[config.mk]
export PLATFORM = sky130hd
export DESIGN_NAME = mem_port_arbiter
export DESIGN_NICKNAME = d
export VERILOG_FILES = /design/src/rtl/mem_port_arbiter_pkg.sv /design/src/rtl/mem_port_arbiter_rr_arb2.sv /design/src/rtl/mem_port_arbiter.sv
export SDC_FILE = /design/constraint.sdc
export NUM_CORES = 1
export LEC_CHECK = 0
export ABC_AREA = 1
export CAP_MARGIN = 20
export CORE_MARGIN = 4
export CORE_UTILIZATION = 30
export CTS_CLUSTER_DIAMETER = 50
export DETAILED_ROUTE_END_ITERATION = 8
export PLACE_DENSITY_LB_ADDON = 0.3
export SYNTH_ARGS = -nofsm -noshare
export SYNTH_HDL_FRONTEND = slang
export SYNTH_SLANG_ARGS = --single-unit
[constraint.sdc]
create_clock -name clk -period 1.59 [get_ports clk]
set_input_delay 0.3975 -clock clk [delete_from_list [all_inputs] [get_ports clk]]
set_output_delay 0.3975 -clock clk [all_outputs]
set_load 0.02 [all_outputs]
[src/rtl/mem_port_arbiter_pkg.sv]
// Shared encodings for the fetch/data memory port arbiter.
// Imported by the arbiter top and its round-robin picker.
package mem_port_arbiter_pkg;

    typedef enum logic [1:0] {
        ARB_IDLE = 2'd0,
        ARB_BUSY = 2'd1,
        ARB_RESP = 2'd2
    } arb_state_e;

    localparam logic OWN_I = 1'b0;
    localparam logic OWN_D = 1'b1;

    localparam int MIN_LATENCY = 1;
    localparam int MAX_LATENCY = 4;

endpackage

[src/rtl/mem_port_arbiter_rr_arb2.sv]
// Two-requester round-robin picker: bit 0 is fetch, bit 1 is data.
// On a tie the requester that did not own the last access wins.
module rr_arb2
    import mem_port_arbiter_pkg::*;
(
    input  logic [1:0] req,
    input  logic       last,
    output logic [1:0] grant,
    output logic       winner
);

    always_comb begin
        winner = OWN_I;
        grant  = 2'b00;
        unique case (req)
            2'b01:   winner = OWN_I;
            2'b10:   winner = OWN_D;
            2'b11:   winner = ~last;
            default: winner = OWN_I;
        endcase
        if (req != 2'b00) begin
            grant = winner ? 2'b10 : 2'b01;
        end
    end

endmodule

[src/rtl/mem_port_arbiter.sv]
// Shares one synchronous memory between the fetch and data ports,
// one transaction in flight, round-robin on contention.
module mem_port_arbiter
    import mem_port_arbiter_pkg::*;
#(
    parameter int WORD_LEN    = 32,
    parameter int MEM_LATENCY = 1
) (
    input  logic                clk,
    input  logic                rst,
    input  logic                i_req,
    input  logic [WORD_LEN-1:0] i_addr,
    output logic                i_gnt,
    output logic                i_rvalid,
    output logic [WORD_LEN-1:0] i_rdata,
    input  logic                d_req,
    input  logic                d_wen,
    input  logic [WORD_LEN-1:0] d_addr,
    input  logic [WORD_LEN-1:0] d_wdata,
    output logic                d_gnt,
    output logic                d_rvalid,
    output logic [WORD_LEN-1:0] d_rdata,
    output logic [WORD_LEN-1:0] m_addr,
    output logic                m_wen,
    output logic [WORD_LEN-1:0] m_wdata,
    input  logic [WORD_LEN-1:0] m_rdata
);

    if (MEM_LATENCY < MIN_LATENCY || MEM_LATENCY > MAX_LATENCY) begin : g_bad_lat
        $error("mem_port_arbiter: MEM_LATENCY must be in 1..4");
    end

    localparam logic [1:0] CNT_INIT = 2'(MEM_LATENCY - 1);

    arb_state_e          state_q, state_d;
    logic [1:0]          cnt_q, cnt_d;
    logic [WORD_LEN-1:0] addr_q, addr_d;
    logic [WORD_LEN-1:0] wdata_q, wdata_d;
    logic                wen_q, wen_d;
    logic                owner_q, owner_d;
    logic                last_q, last_d;

    logic [1:0] arb_req;
    logic [1:0] arb_grant;
    logic       arb_winner;

    // Reset outranks a same-cycle request: nothing reaches the picker.
    assign arb_req = (state_q == ARB_IDLE && !rst) ? {d_req, i_req} : 2'b00;

    rr_arb2 u_rr_arb2 (
        .req    (arb_req),
        .last   (last_q),
        .grant  (arb_grant),
        .winner (arb_winner)
    );

    always_comb begin
        state_d  = state_q;
        cnt_d    = cnt_q;
        addr_d   = addr_q;
        wdata_d  = wdata_q;
        wen_d    = wen_q;
        owner_d  = owner_q;
        last_d   = last_q;
        i_gnt    = 1'b0;
        d_gnt    = 1'b0;
        i_rvalid = 1'b0;
        d_rvalid = 1'b0;
        i_rdata  = '0;
        d_rdata  = '0;
        m_addr   = '0;
        m_wen    = 1'b0;
        m_wdata  = '0;
        unique case (state_q)
            ARB_IDLE: begin
                i_gnt = arb_grant[0];
                d_gnt = arb_grant[1];
                if (arb_grant != 2'b00) begin
                    owner_d = arb_winner;
                    addr_d  = arb_winner ? d_addr : i_addr;
                    wdata_d = arb_winner ? d_wdata : '0;
                    wen_d   = arb_winner & d_wen;
                    cnt_d   = CNT_INIT;
                    state_d = ARB_BUSY;
                end
            end
            ARB_BUSY: begin
                m_addr  = addr_q;
                m_wdata = wdata_q;
                // cnt only counts down, so CNT_INIT marks the first cycle
                m_wen   = wen_q && (cnt_q == CNT_INIT);
                if (cnt_q == 2'd0) begin
                    state_d = ARB_RESP;
                end else begin
                    cnt_d = cnt_q - 2'd1;
                end
            end
            ARB_RESP: begin
                m_addr  = addr_q;
                last_d  = owner_q;
                state_d = ARB_IDLE;
                if (owner_q == OWN_D) begin
                    d_rvalid = 1'b1;
                    d_rdata  = wen_q ? '0 : m_rdata;
                end else begin
                    i_rvalid = 1'b1;
                    i_rdata  = m_rdata;
                end
            end
            default: begin
                state_d = ARB_IDLE;
            end
        endcase
    end

    always_ff @(posedge clk) begin
        if (rst) begin
            state_q <= ARB_IDLE;
            cnt_q   <= 2'd0;
            addr_q  <= '0;
            wdata_q <= '0;
            wen_q   <= 1'b0;
            owner_q <= OWN_I;
            last_q  <= OWN_D;
        end else begin
            state_q <= state_d;
            cnt_q   <= cnt_d;
            addr_q  <= addr_d;
            wdata_q <= wdata_d;
            wen_q   <= wen_d;
            owner_q <= owner_d;
            last_q  <= last_d;
        end
    end

endmodule

## After elaboration in Yosys (flattened, before gate mapping)

Cells that the tools add are included.

| storage, ports and cells | value |
|---|---|
| input bits | 133 |
| bits in registers | 71 |
| bits in read-only memories | 0 |
| bits in writable memories | 0 |
| latch bits | 0 |
| memories | 0 |

| cells by class | value |
|---|---|
| bitwise logic cells | 2 |
| reductions and logical operators | 12 |
| shift operators | 0 |
| multiply operators | 0 |
| eq/ne operators | 7 |
| add/subtract/negate cells | 1 |
| divide/modulo/power cells | 0 |
| magnitude comparators | 0 |
| muxes and demuxes | 26 |

Operator list:

| kind | count |
|---|---|
| two-way mux 32 bit | 9 |
| two-way mux 2 bit | 7 |
| one-hot mux 2 bit (2 select lines) | 2 |
| two-way mux 1 bit | 7 |
| equality test 2 bit (second input constant) | 3 |
| nonzero test 2 bit | 3 |
| zero test 2 bit | 2 |
| inequality test 2 bit (second input constant) | 2 |
| AND reduction 2 bit | 2 |
| AND reduction 3 bit | 1 |
| equality test 2 x 1 -> 1 bit (second input constant) | 1 |
| logical AND 1 bit | 2 |
| inequality test 2 x 1 -> 1 bit (second input constant) | 1 |
| one-hot mux 1 bit (2 select lines) | 1 |
| OR reduction 2 bit | 1 |
| subtractor 2 x 1 -> 2 bit (second input constant) | 1 |
| bitwise AND 1 bit | 1 |
| zero test 1 bit | 1 |
| NOT 1 bit | 1 |

## Depth between registers and ports, before layout

Gate-level depths: netlist of run 1.

| depth | value |
|---|---|
| depth after elaboration | 10 |
| depth in mapped cells | 11 |
| depth with buffers taken out | 9 |

## Hierarchy

A second synthesis of run 1 with hierarchy kept.

| unflattened totals | value |
|---|---|
| cells, all modules | 699 |
| area, all modules | 4281.6 µm² |

Modules (own cells, without submodules):

| module | sequential area each (µm²) | times used | area each (µm²) | cells each |
|---|---|---|---|---|
| mem_port_arbiter | 1421.4 | 1 | 4256.6 | 693 |
| rr_arb2 | 0.0 | 1 | 25.0 | 6 |

## Worst setup path after synthesis of run 1

OpenSTA, ideal clock, no wires.

| timing | value |
|---|---|
| kind | register to output |
| start | register state_q[0] |
| end | output i_rdata[0] |
| data arrival time | 1.583 ns |
| required time | 1.192 ns |
| path slack | -0.391 ns |
| stages on the path, launching flop included | 8 |
| cells stage by stage | dfxtp_1 > inv_1 > ha_1 > inv_1 > nor2_1 > inv_1 > clkbuf_1 > nor2_1 |

| between the ends | value |
|---|---|
| word-level cells in the longest chain between the ends | 2 |

RTL lines:

| what | RTL line | source |
|---|---|---|
| from (decl) | mem_port_arbiter.sv:35 | `arb_state_e state_q, state_d;` |
| from (signal assigned) | mem_port_arbiter.sv:126 | `state_q <= state_d;` |
| equality test 2 bit | mem_port_arbiter.sv:74 | `unique case (state_q)` |
| two-way mux 32 bit | mem_port_arbiter.sv:74 |  |
| to (decl) | mem_port_arbiter.sv:15 | `output logic [WORD_LEN-1:0] i_rdata,` |

Every way passes these cells.

## Worst setup path after layout of run 1

| timing | value |
|---|---|
| start | register state_q[1] |
| end | output m_addr[14] |

| between the ends | value |
|---|---|
| word-level cells in the longest chain between the ends | 3 |
| elaborated cells between the ends (all ways) | 4 |

RTL lines:

| what | RTL line | source |
|---|---|---|
| equality test 2 bit or equality test 2 x 1 -> 1 bit (tied branches) | mem_port_arbiter.sv:74 |  |
| OR reduction 2 bit (no source line) * | n/a |  |
| two-way mux 32 bit * | mem_port_arbiter.sv:74 |  |
| to (decl) | mem_port_arbiter.sv:23 | `output logic [WORD_LEN-1:0] m_addr,` |

Mark *: on every way between the ends. The rest lies on a longest branch, timed or not.

==> impl_metrics.yaml, run 1 <==
die:
  die_area_um2: 15400
  fp.coreArea_um2: 13200
  row_count: 42
  ios: 266
  die_h_um: 124
  start_util: 0.306
  die_x_um: 124
worst_setup_path:
  crit_path_end_kind: "primary output"
  cp_cell_sequence: "inv_4 > ha_4 > clkbuf_16 > nand2_4 > inv_2 > buf_6"
  required_ns: 1.19
  critical_path_class: "flop to primary output"
  path_max_fanout: 8
  crit_buf_inv: 4
  r2r_cells: 12
  reg2reg_to: "addr_q[3]"
  arrival_ns: 1.55
  reg2reg_from: "state_q[1]"
  critPathMaxStageDelay_ns: 0.38
  rrSetupSlack_ns: -0.13
  cp_top_family: "buffers and inverters"
  slowest_stage: "dfxtp_4"
  cp-start-kind: "flop"
cts:
  cts.sinks: 71
  ctsHtreeMaxLevel: 3
  cts_tree: "done"
  cts.path.max_buffers: 2
  insertion_delay_ns: 0.33
  clk_pin_slew_ns: 0.06
  cts_made_buffers: 9
  root_buffer: "clkbuf_16"
  cts_hold_buf: 0
placed_design:
  pre_cts_ws_ns: -0.602
  routabilityCongestion: 0.781
  placed_cell_area_um2: 7520
  dpl.hpwl_um: 10700
  io_buffers: 265
synth:
  synth_warnings: 0
  synth_seq_area_share: 0.352
  syn_inst: 697
  syn_area_per_cell_um2: 5.79
  syn_area_um2: 4040
  synth_seq_cells: 71
  synth_top_area_frac: 0.352
  synth_area_leaders: "dfxtp_1 (35%), nand2_1 (22%), inv_1 (13%), nor2_1 (9.8%), nand3_1 (5.0%)"
  synth_top_area_cell: "dfxtp_1"
  ys_types: 18
  synth_fp_nets: 835
run_status:
  violations: "setup timing"
  status: "finished with violations"
sta:
  fin_crit_ns: 1.95
  rsz0062_at_grt: "true"
  hold_viol: 0
  final-setup-viol-count: 178
  maxSlewHeadroom: 0.532
  final_max_slew_viol_count: 0
  fmax_ghz: 0.512
  worst_slack_ns: -0.362
  worst_slew_pin_slew_ns: 0.702
  whs_ns: 0.463
  period_share: 1.23
  worst_clock_skew_ns: 0.00404
layout:
  syn_to_final_growth_pct: 136
  nets: 1156
  diodes: 0
  final_common_cell: "nand2_1"
  layout_common_cells: "nand2_1 (156), buf_6 (138), clkdlybuf4s50_1 (129)"
  drive_gt1_frac: 0.467
  fin_util: 0.723
  final_area_um2: 9530
run:
  drv_cap: 0
route:
  drc: 0
  vias: 5323
  postRouteAntennaNets: 0
  dr.pass1.iters: 4
  vias_per_cell: 4.44
  wl_per_cell_um: 15.0
  drtIter0Drc: 96
  routed_wl_um: 18000
grt:
  grt_usage: 0.189
  grt_max_degree: 52
  grt_pass1_vias: 4677
  grt_pass1_wl_um: 22900
  antenna_found_initial: 0
  grt_overflow: 0
hold_path:
  min_path_cells: 2
  min_from: "wdata_q[13]"
  hp-class: "flop to flop"
  holdPathEnd: "wdata_q[13]"
pwr:
  powerDensity_nw_per_um2: 1040
  max-vdd-ir-drop_mv: 0.631
  leakagePower_nw: 4.96
  design_power_total_mw: 9.90
[where the power goes]
group | leakage (nW) | switching [mW] | internal [mW]
Sequential | 0.580 | 0.217 | 2.01
Combinational | 4.23 | 2.77 | 2.89
Clock | 0.146 | 0.759 | 1.25
[cell type report]
| type | instances | area [um2] |
|---|---|---|
| tap | 176 | 220 |
| sequential | 71 | 1430 |
| multi-input combinational | 443 | 2930 |
| timing repair buffer | 350 | 4080 |
| inverter | 143 | 578 |
| clock buffer | 12 | 246 |
| clock inverter | 4 | 45.0 |
| fill | 1005 | 3660 |
[Yosys cell counts]
master	instances
dfxtp_1	71
nand2_1	241
buf_1	1
nand3_1	40
a21oi_1	38
clkbuf_1	19
ha_1	5
buf_4	6
nor2_2	9
inv_2	1
nor2_4	2
inv_4	1
buf_6	4
nand2_4	2
o21bai_1	1
buf_2	10
nor2_1	105
inv_1	141
[worst max path at each step]
stage,start,to,slack (ns),cells after the start
final,state_q[1],m_addr[14],-0.36,6
after global routing,state_q[0],i_rdata[26],-0.42,8
after CTS,state_q[0],i_rdata[26],-0.35,8
after detailed placement,i_req,i_gnt,-0.60,6
after global placement,d_req,i_gnt,-0.58,6
after floorplan,state_q[0],i_rdata[16],-0.04,7
[cell families after synthesis]
family	synth area share
AOI/OAI and AO/OA	0.0490
adders and majority gates	0.0155
buffers and inverters	0.187
DFF	0.352
and+or+nand+nor	0.396
[state kept, by name, summed over array words and instances, names as in the netlist]
| name | count |
|---|---|
| addr_q | 32 |
| wdata_q | 32 |
| cnt_q | 2 |
| state_q | 2 |
| last_q | 1 |
| owner_q | 1 |
| wen_q | 1 |
[worst reg2reg max path, delay by kind of cell (launching register included)]
family	cells	cell delay (ns)
buffers and inverters	5	0.59
and+or+nand+nor	6	0.47
DFF	1	0.36
adders and majority gates	1	0.16
[routing by layer]
layer	track usage	vias up	part of all wire
met5	0	-	0
met4	0.0424	0	0.016
met3	0.0790	20	0.10
met2	0.355	196	0.53
met1	0.196	2443	0.35
li1	-	2664	-
[through the flow]
step | instances | TNS [ns]
global placement | 1129 | -86.83
global route | 1199 | -53.85
CTS | 1154 | -37.90
floorplan | 697 | -0.425
finish | 1199 | -43.57
detailed placement | 1129 | -90.41
[what timing repair did]
action | CTS | global route
setup endpoints to repair | 201 | 189
cloned | 4 | 23
pin swaps | 18 | 29
setup buffers | 6 | 24
gates resized for setup | 817 | 226
Power figures use the tool's default switching activity.
==> run 2, diff against run 1 <==
--- a/config.mk
+++ b/config.mk
@@ -9,5 +9,5 @@
 export CAP_MARGIN = 20
 export CORE_MARGIN = 4
-export CORE_UTILIZATION = 30
+export CORE_UTILIZATION = 37
 export CTS_CLUSTER_DIAMETER = 50
 export DETAILED_ROUTE_END_ITERATION = 8
==> constraint.sdc (replaced) <==
create_clock -name clk -period 2 [get_ports clk]
set_input_delay 0.4 -clock clk [delete_from_list [all_inputs] [get_ports clk]]
set_output_delay 0.4 -clock clk [all_outputs]
set_load 0.02 [all_outputs]
==> run 2 against run 1 <==
The flow still finishes with violations (setup timing). Combinational power fell by 48%. Critical path type unchanged. Via count fell by 6.6%. Worst hold slack barely moved. Non-clock buffer count decreased by 51. Critical endpoint is now i_rdata[11]. Sequential share of layout area grew 3.8 points. Utilization grew 0.30 points. Die area is 18% lower.
==> impl_metrics.yaml, run 2 (synthesized netlist as in run 1, its figures left out) <==
pwr:
  max-vdd-ir-drop_mv: 0.796
  pwr-share-clk: 0.197
  switchingPower_mw: 2.29
  design_power_total_mw: 5.82
  leakagePower_nw: 4.09
  intPower_mw: 3.53
  swShare: 0.393
  seqPwrFrac: 0.294
  powerDensity_nw_per_um2: 766
  p_comb_frac: 0.508
worst_setup_path:
  cp-start-kind: "flop"
  crit_top_cell: "inv_2"
  crit_buf_inv: 5
  critPathMaxStageDelay_ns: 0.33
  path_max_fanout: 10
  arrival_ns: 1.63
  critical_path_class: "flop to primary output"
  rrSetupSlack_ns: 0.23
  slowest_stage: "dfxtp_2"
  cp_cell_sequence: "inv_2 > ha_4 > inv_2 > nor2_4 > clkinv_4 > buf_6 > nor2_1 > buf_4"
  crit_path_end_kind: "primary output"
  reg2reg_to: "addr_q[1]"
  cp_top_family: "buffers and inverters"
  required_ns: 1.60
  reg2reg_from: "state_q[0]"
  r2r_cells: 12
run_status:
  status: "finished with violations"
  violations: "setup timing"
placed_design:
  io_buffers: 265
  dpl.hpwl_um: 10900
  pre_cts_ws_ns: -0.262
  routabilityCongestion: 0.865
layout:
  top_regs: "addr_q (32), wdata_q (32)"
  multi_input_area_um2: 2230
  final_common_cell: "nand2_1"
  fill_cells: 853
  layout_common_cells: "nand2_1 (221), clkdlybuf4s50_1 (131), inv_1 (114)"
  seq_area_um2: 1420
  nets: 1105
  syn_to_final_growth_pct: 88.1
  drive_gt1_frac: 0.305
  diodes: 0
sta:
  final-setup-viol-count: 6
  rsz0062_at_grt: "true"
  period_share: 1.01
  fmax_ghz: 0.493
  worst_slack_ns: -0.0295
  hold_viol: 0
  fin_crit_ns: 2.03
  final_max_slew_viol_count: 0
  finalSetupTns_ns: -0.0657
  maxSlewHeadroom: 0.632
  worst_slew_pin_slew_ns: 0.551
  worst_clock_skew_ns: 0.0113
hold_path:
  min_from: "wdata_q[12]"
  hp-class: "flop to flop"
  min_path_cells: 2
  holdPathEnd: "wdata_q[12]"
route:
  wl_per_cell_um: 14.2
  drc: 0
  postRouteAntennaNets: 0
  routed_wl_um: 15700
  drtIter0Drc: 224
  vias: 4973
  vias_per_cell: 4.49
  dr.pass1.iters: 4
die:
  die_x_um: 112
  ios: 266
  start_util: 0.386
  die_area_um2: 12600
  row_count: 37
  fp.coreArea_um2: 10500
  die_h_um: 112
grt:
  grt_overflow: 0
  grt_max_degree: 67
  grt_usage: 0.227
  grt_pass1_vias: 4716
  antenna_found_initial: 0
  grt_pass1_wl_um: 23300
cts:
  cts_hold_buf: 0
  cts_tree: "done"
  insertion_delay_ns: 0.35
  cts.path.max_buffers: 2
  root_buffer: "clkbuf_8"
  cts.sinks: 71
  clk_pin_slew_ns: 0.08
  cts_made_buffers: 9
  ctsHtreeMaxLevel: 3
run:
  drv_cap: 0
[run 2: per-layer routing]
metal | global-route usage | wire [um] | vias up
li1 | - | - | 2547
met1 | 0.246 | 5870 | 2205
met2 | 0.410 | 8090 | 185
met3 | 0.0771 | 1240 | 36
met4 | 0.0841 | 522 | 0
met5 | 0 | 0 | -
[run 2: worst reg2reg max path, cell delays in order, from the launching register on]
cell and delay, ns:
dfxtp_2 0.33, inv_2 0.08, buf_6 0.11, ha_4 0.13, nand2_4 0.08, nor2_4 0.12
buf_4 0.25, inv_2 0.11, buf_12 0.17, nand2_1 0.10, nand3_1 0.08, nand2_1 0.08
inv_1 0.04
[run 2: cell type report]
cell class                      instances  area share
Multi-Input combinational cell        443       0.294
Inverter                              143      0.0717
Tap cell                              136      0.0224
Sequential cell                        71       0.188
Timing Repair Buffer                  299       0.399
Clock buffer                            9      0.0163
Clock inverter                          7     0.00972
[run 2: how the worst max path moves through the flow]
stage,startpoint,endpoint,slack [ns],cells after the start
2_1_floorplan,state_q[0],i_rdata[0],0.02,7
6_report,state_q[0],i_rdata[11],-0.03,8
5_1_grt,state_q[0],i_rdata[11],-0.14,8
3_3_place_gp,i_req,d_gnt,-0.25,5
4_1_cts,state_q[0],d_rdata[1],-0.12,8
3_5_place_dp,i_req,i_gnt,-0.26,6
[run 2: power by group through the flow]
stage / clock network, mW / registers, mW / logic [mW]
floorplan: 0 / 1.69 / 1.34
global placement: 0 / 1.71 / 2.37
detailed placement: 0 / 1.71 / 2.38
CTS: 1.18 / 1.69 / 2.70
global route: 1.25 / 1.74 / 3.23
finish: 1.15 / 1.71 / 2.96
[run 2: through the flow]
stage / instance area [um2] / utilization / hold slack, ns / cells
2_1_floorplan: 4040 / - / 0.429 / 697
3_3_place_gp: 6890 / 0.659 / 0.447 / 1084
3_5_place_dp: 6890 / 0.659 / 0.451 / 1084
4_1_cts: 6880 / 0.657 / 0.464 / 1105
5_1_grt: 7590 / 0.726 / 0.486 / 1108
6_report: 7590 / 0.726 / 0.463 / 1108
[run 2: what timing repair did]
item	4_1_cts	5_1_grt
cloned	3	4
resized for setup	520	294
setup endpoints to repair	133	128
setup buffers	2	1
pin swaps	2	17
==> run 3, diff against run 2 <==
--- a/config.mk
+++ b/config.mk
@@ -9,5 +9,5 @@
 export CAP_MARGIN = 20
 export CORE_MARGIN = 4
-export CORE_UTILIZATION = 37
+export CORE_UTILIZATION = 30
 export CTS_CLUSTER_DIAMETER = 50
 export DETAILED_ROUTE_END_ITERATION = 8
==> constraint.sdc (replaced) <==
create_clock -name clk -period 1.75 [get_ports clk]
set_input_delay 0.35 -clock clk [delete_from_list [all_inputs] [get_ports clk]]
set_output_delay 0.35 -clock clk [all_outputs]
set_load 0.005 [all_outputs]
==> run 3 against run 2 <==
The run still ends with setup timing left. Clock-buffer cell count rose by 4. Worst hold slack better by 0.0035 ns. Sequential share of layout area is 1.3 points lower. Critical path depth rose by 1. Utilization is 11 points lower. Largest cell class unchanged. Highest routed layer unchanged.
==> impl_metrics.yaml, run 3 (synthesized netlist as in run 1, its figures left out) <==
die:
  row_count: 42
  die_area_um2: 15400
  ios: 266
  start_util: 0.306
  fp.coreArea_um2: 13200
  die_x_um: 124
  die_h_um: 124
sta:
  worst_clock_skew_ns: 0.00660
  fin_crit_ns: 1.95
  final-setup-viol-count: 131
  finalSetupTns_ns: -18.46
  worst_slack_ns: -0.202
  fmax_ghz: 0.512
  rsz0062_at_grt: "true"
  period_share: 1.12
  final_max_slew_viol_count: 0
  maxSlewHeadroom: 0.618
  worst_slew_pin_slew_ns: 0.573
  whs_ns: 0.466
  hold_viol: 0
grt:
  antenna_found_initial: 0
  grt_pass1_wl_um: 22500
  grt_max_degree: 51
  grt_pass1_vias: 4526
  grt_usage: 0.188
  grt_overflow: 0
worst_setup_path:
  required_ns: 1.40
  slowest_stage: "dfxtp_2"
  arrival_ns: 1.60
  critical_path_class: "flop to primary output"
  path_max_fanout: 6
  r2r_cells: 13
  crit_top_cell: "buf_6"
  critPathMaxStageDelay_ns: 0.35
  cp_cell_sequence: "buf_6 > inv_6 > buf_6 > ha_4 > buf_12 > buf_16 > nand2_2 > inv_2 > buf_2"
  cp.depth: 9
  crit_buf_inv: 7
  crit_path_end_kind: "primary output"
  cp-start-kind: "flop"
  cp_top_family: "buffers and inverters"
pwr:
  powerDensity_nw_per_um2: 964
  max-vdd-ir-drop_mv: 0.522
  intPower_mw: 4.98
  pwr-share-clk: 0.213
  switchingPower_mw: 2.89
  leakagePower_nw: 4.75
  design_power_total_mw: 7.86
  seqPwrFrac: 0.254
  swShare: 0.367
  p_comb_frac: 0.533
layout:
  layout_common_cells: "nand2_1 (172), clkdlybuf4s50_1 (131), buf_2 (94)"
  diodes: 0
  fin_util: 0.618
  drive_gt1_frac: 0.400
  layout.cells.non_filler: 1170
  top_regs: "addr_q (32), wdata_q (32)"
  syn_to_final_growth_pct: 102
  nets: 1129
  final_common_cell: "nand2_1"
route:
  vias_per_cell: 4.33
  drtIter0Drc: 139
  vias: 5071
  postRouteAntennaNets: 0
  wl_per_cell_um: 14.0
  dr.pass1.iters: 4
  routed_wl_um: 16400
  drc: 0
placed_design:
  io_buffers: 265
  dp_cells: 1125
  dpl.hpwl_um: 10600
  routabilityCongestion: 0.766
cts:
  insertion_delay_ns: 0.33
  cts.path.max_buffers: 2
  ctsHtreeMaxLevel: 3
  cts_tree: "done"
  cts.sinks: 71
  cts_made_buffers: 9
  clk_pin_slew_ns: 0.05
  cts_hold_buf: 0
  root_buffer: "clkbuf_16"
run_status:
  violations: "setup timing"
  status: "finished with violations"
hold_path:
  min_path_cells: 2
  hp-class: "flop to flop"
run:
  drv_cap: 0
[run 3: power groups by stage]
stage          Combinational [mW]  Sequential, mW  Clock, mW
2_1_floorplan                1.31            1.93          0
3_3_place_gp                 2.54            1.95          0
3_5_place_dp                 2.56            1.95          0
4_1_cts                      3.69            1.97       1.71
5_1_grt                      4.51            2.02       1.78
6_report                     4.19            2.00       1.68
[run 3: layout make-up]
type | instances | area (um2)
inverter | 143 | 559
clock buffer | 13 | 260
timing repair buffer | 323 | 3140
clock inverter | 1 | 5.00
sequential | 71 | 1420
multi-input combinational | 443 | 2540
fill | 1274 | 5040
tap | 176 | 220
[run 3: worst paths after layout]
check,startpoint,end,slack [ns]
worst min-delay path,wen_q,wen_q,0.47
worst max-delay path,state_q[1],m_wdata[15],-0.20
worst max register to register,state_q[0],addr_q[10],0.09
worst min register to register,wen_q,wen_q,0.47
[run 3: metrics by stage]
step,cell area [um2],worst slack (ns)
2_1_floorplan,4040,0.198
3_3_place_gp,6980,-0.356
3_5_place_dp,6980,-0.350
4_1_cts,7360,-0.203
5_1_grt,8150,-0.267
6_report,8150,-0.202
[run 3: worst reg2reg max path: stages (launching register included)]
cell       delay, ns
dfxtp_2         0.32
inv_2           0.08
buf_6           0.11
ha_4            0.14
nand2_4         0.08
nor2_4          0.13
buf_6           0.12
buf_12          0.11
inv_8           0.06
clkbuf_16       0.17
nand2_1         0.06
nand2_1         0.04
nor2_1          0.08
nor2_1          0.04
[run 3: layer usage]
metal	part of all wire	GRT usage
met1	0.38	0.207
met2	0.51	0.347
met3	0.10	0.0649
met4	0.0085	0.0411
met5	0	0
[run 3: what timing repair did]
action / CTS / global route
gates cloned: 9 / 9
endpoints found under the setup margin: 199 / 173
setup buffers: 14 / 4
endpoints found under the hold margin: 0 / 0
gates resized for setup: 655 / 196
pin swaps: 55 / 8
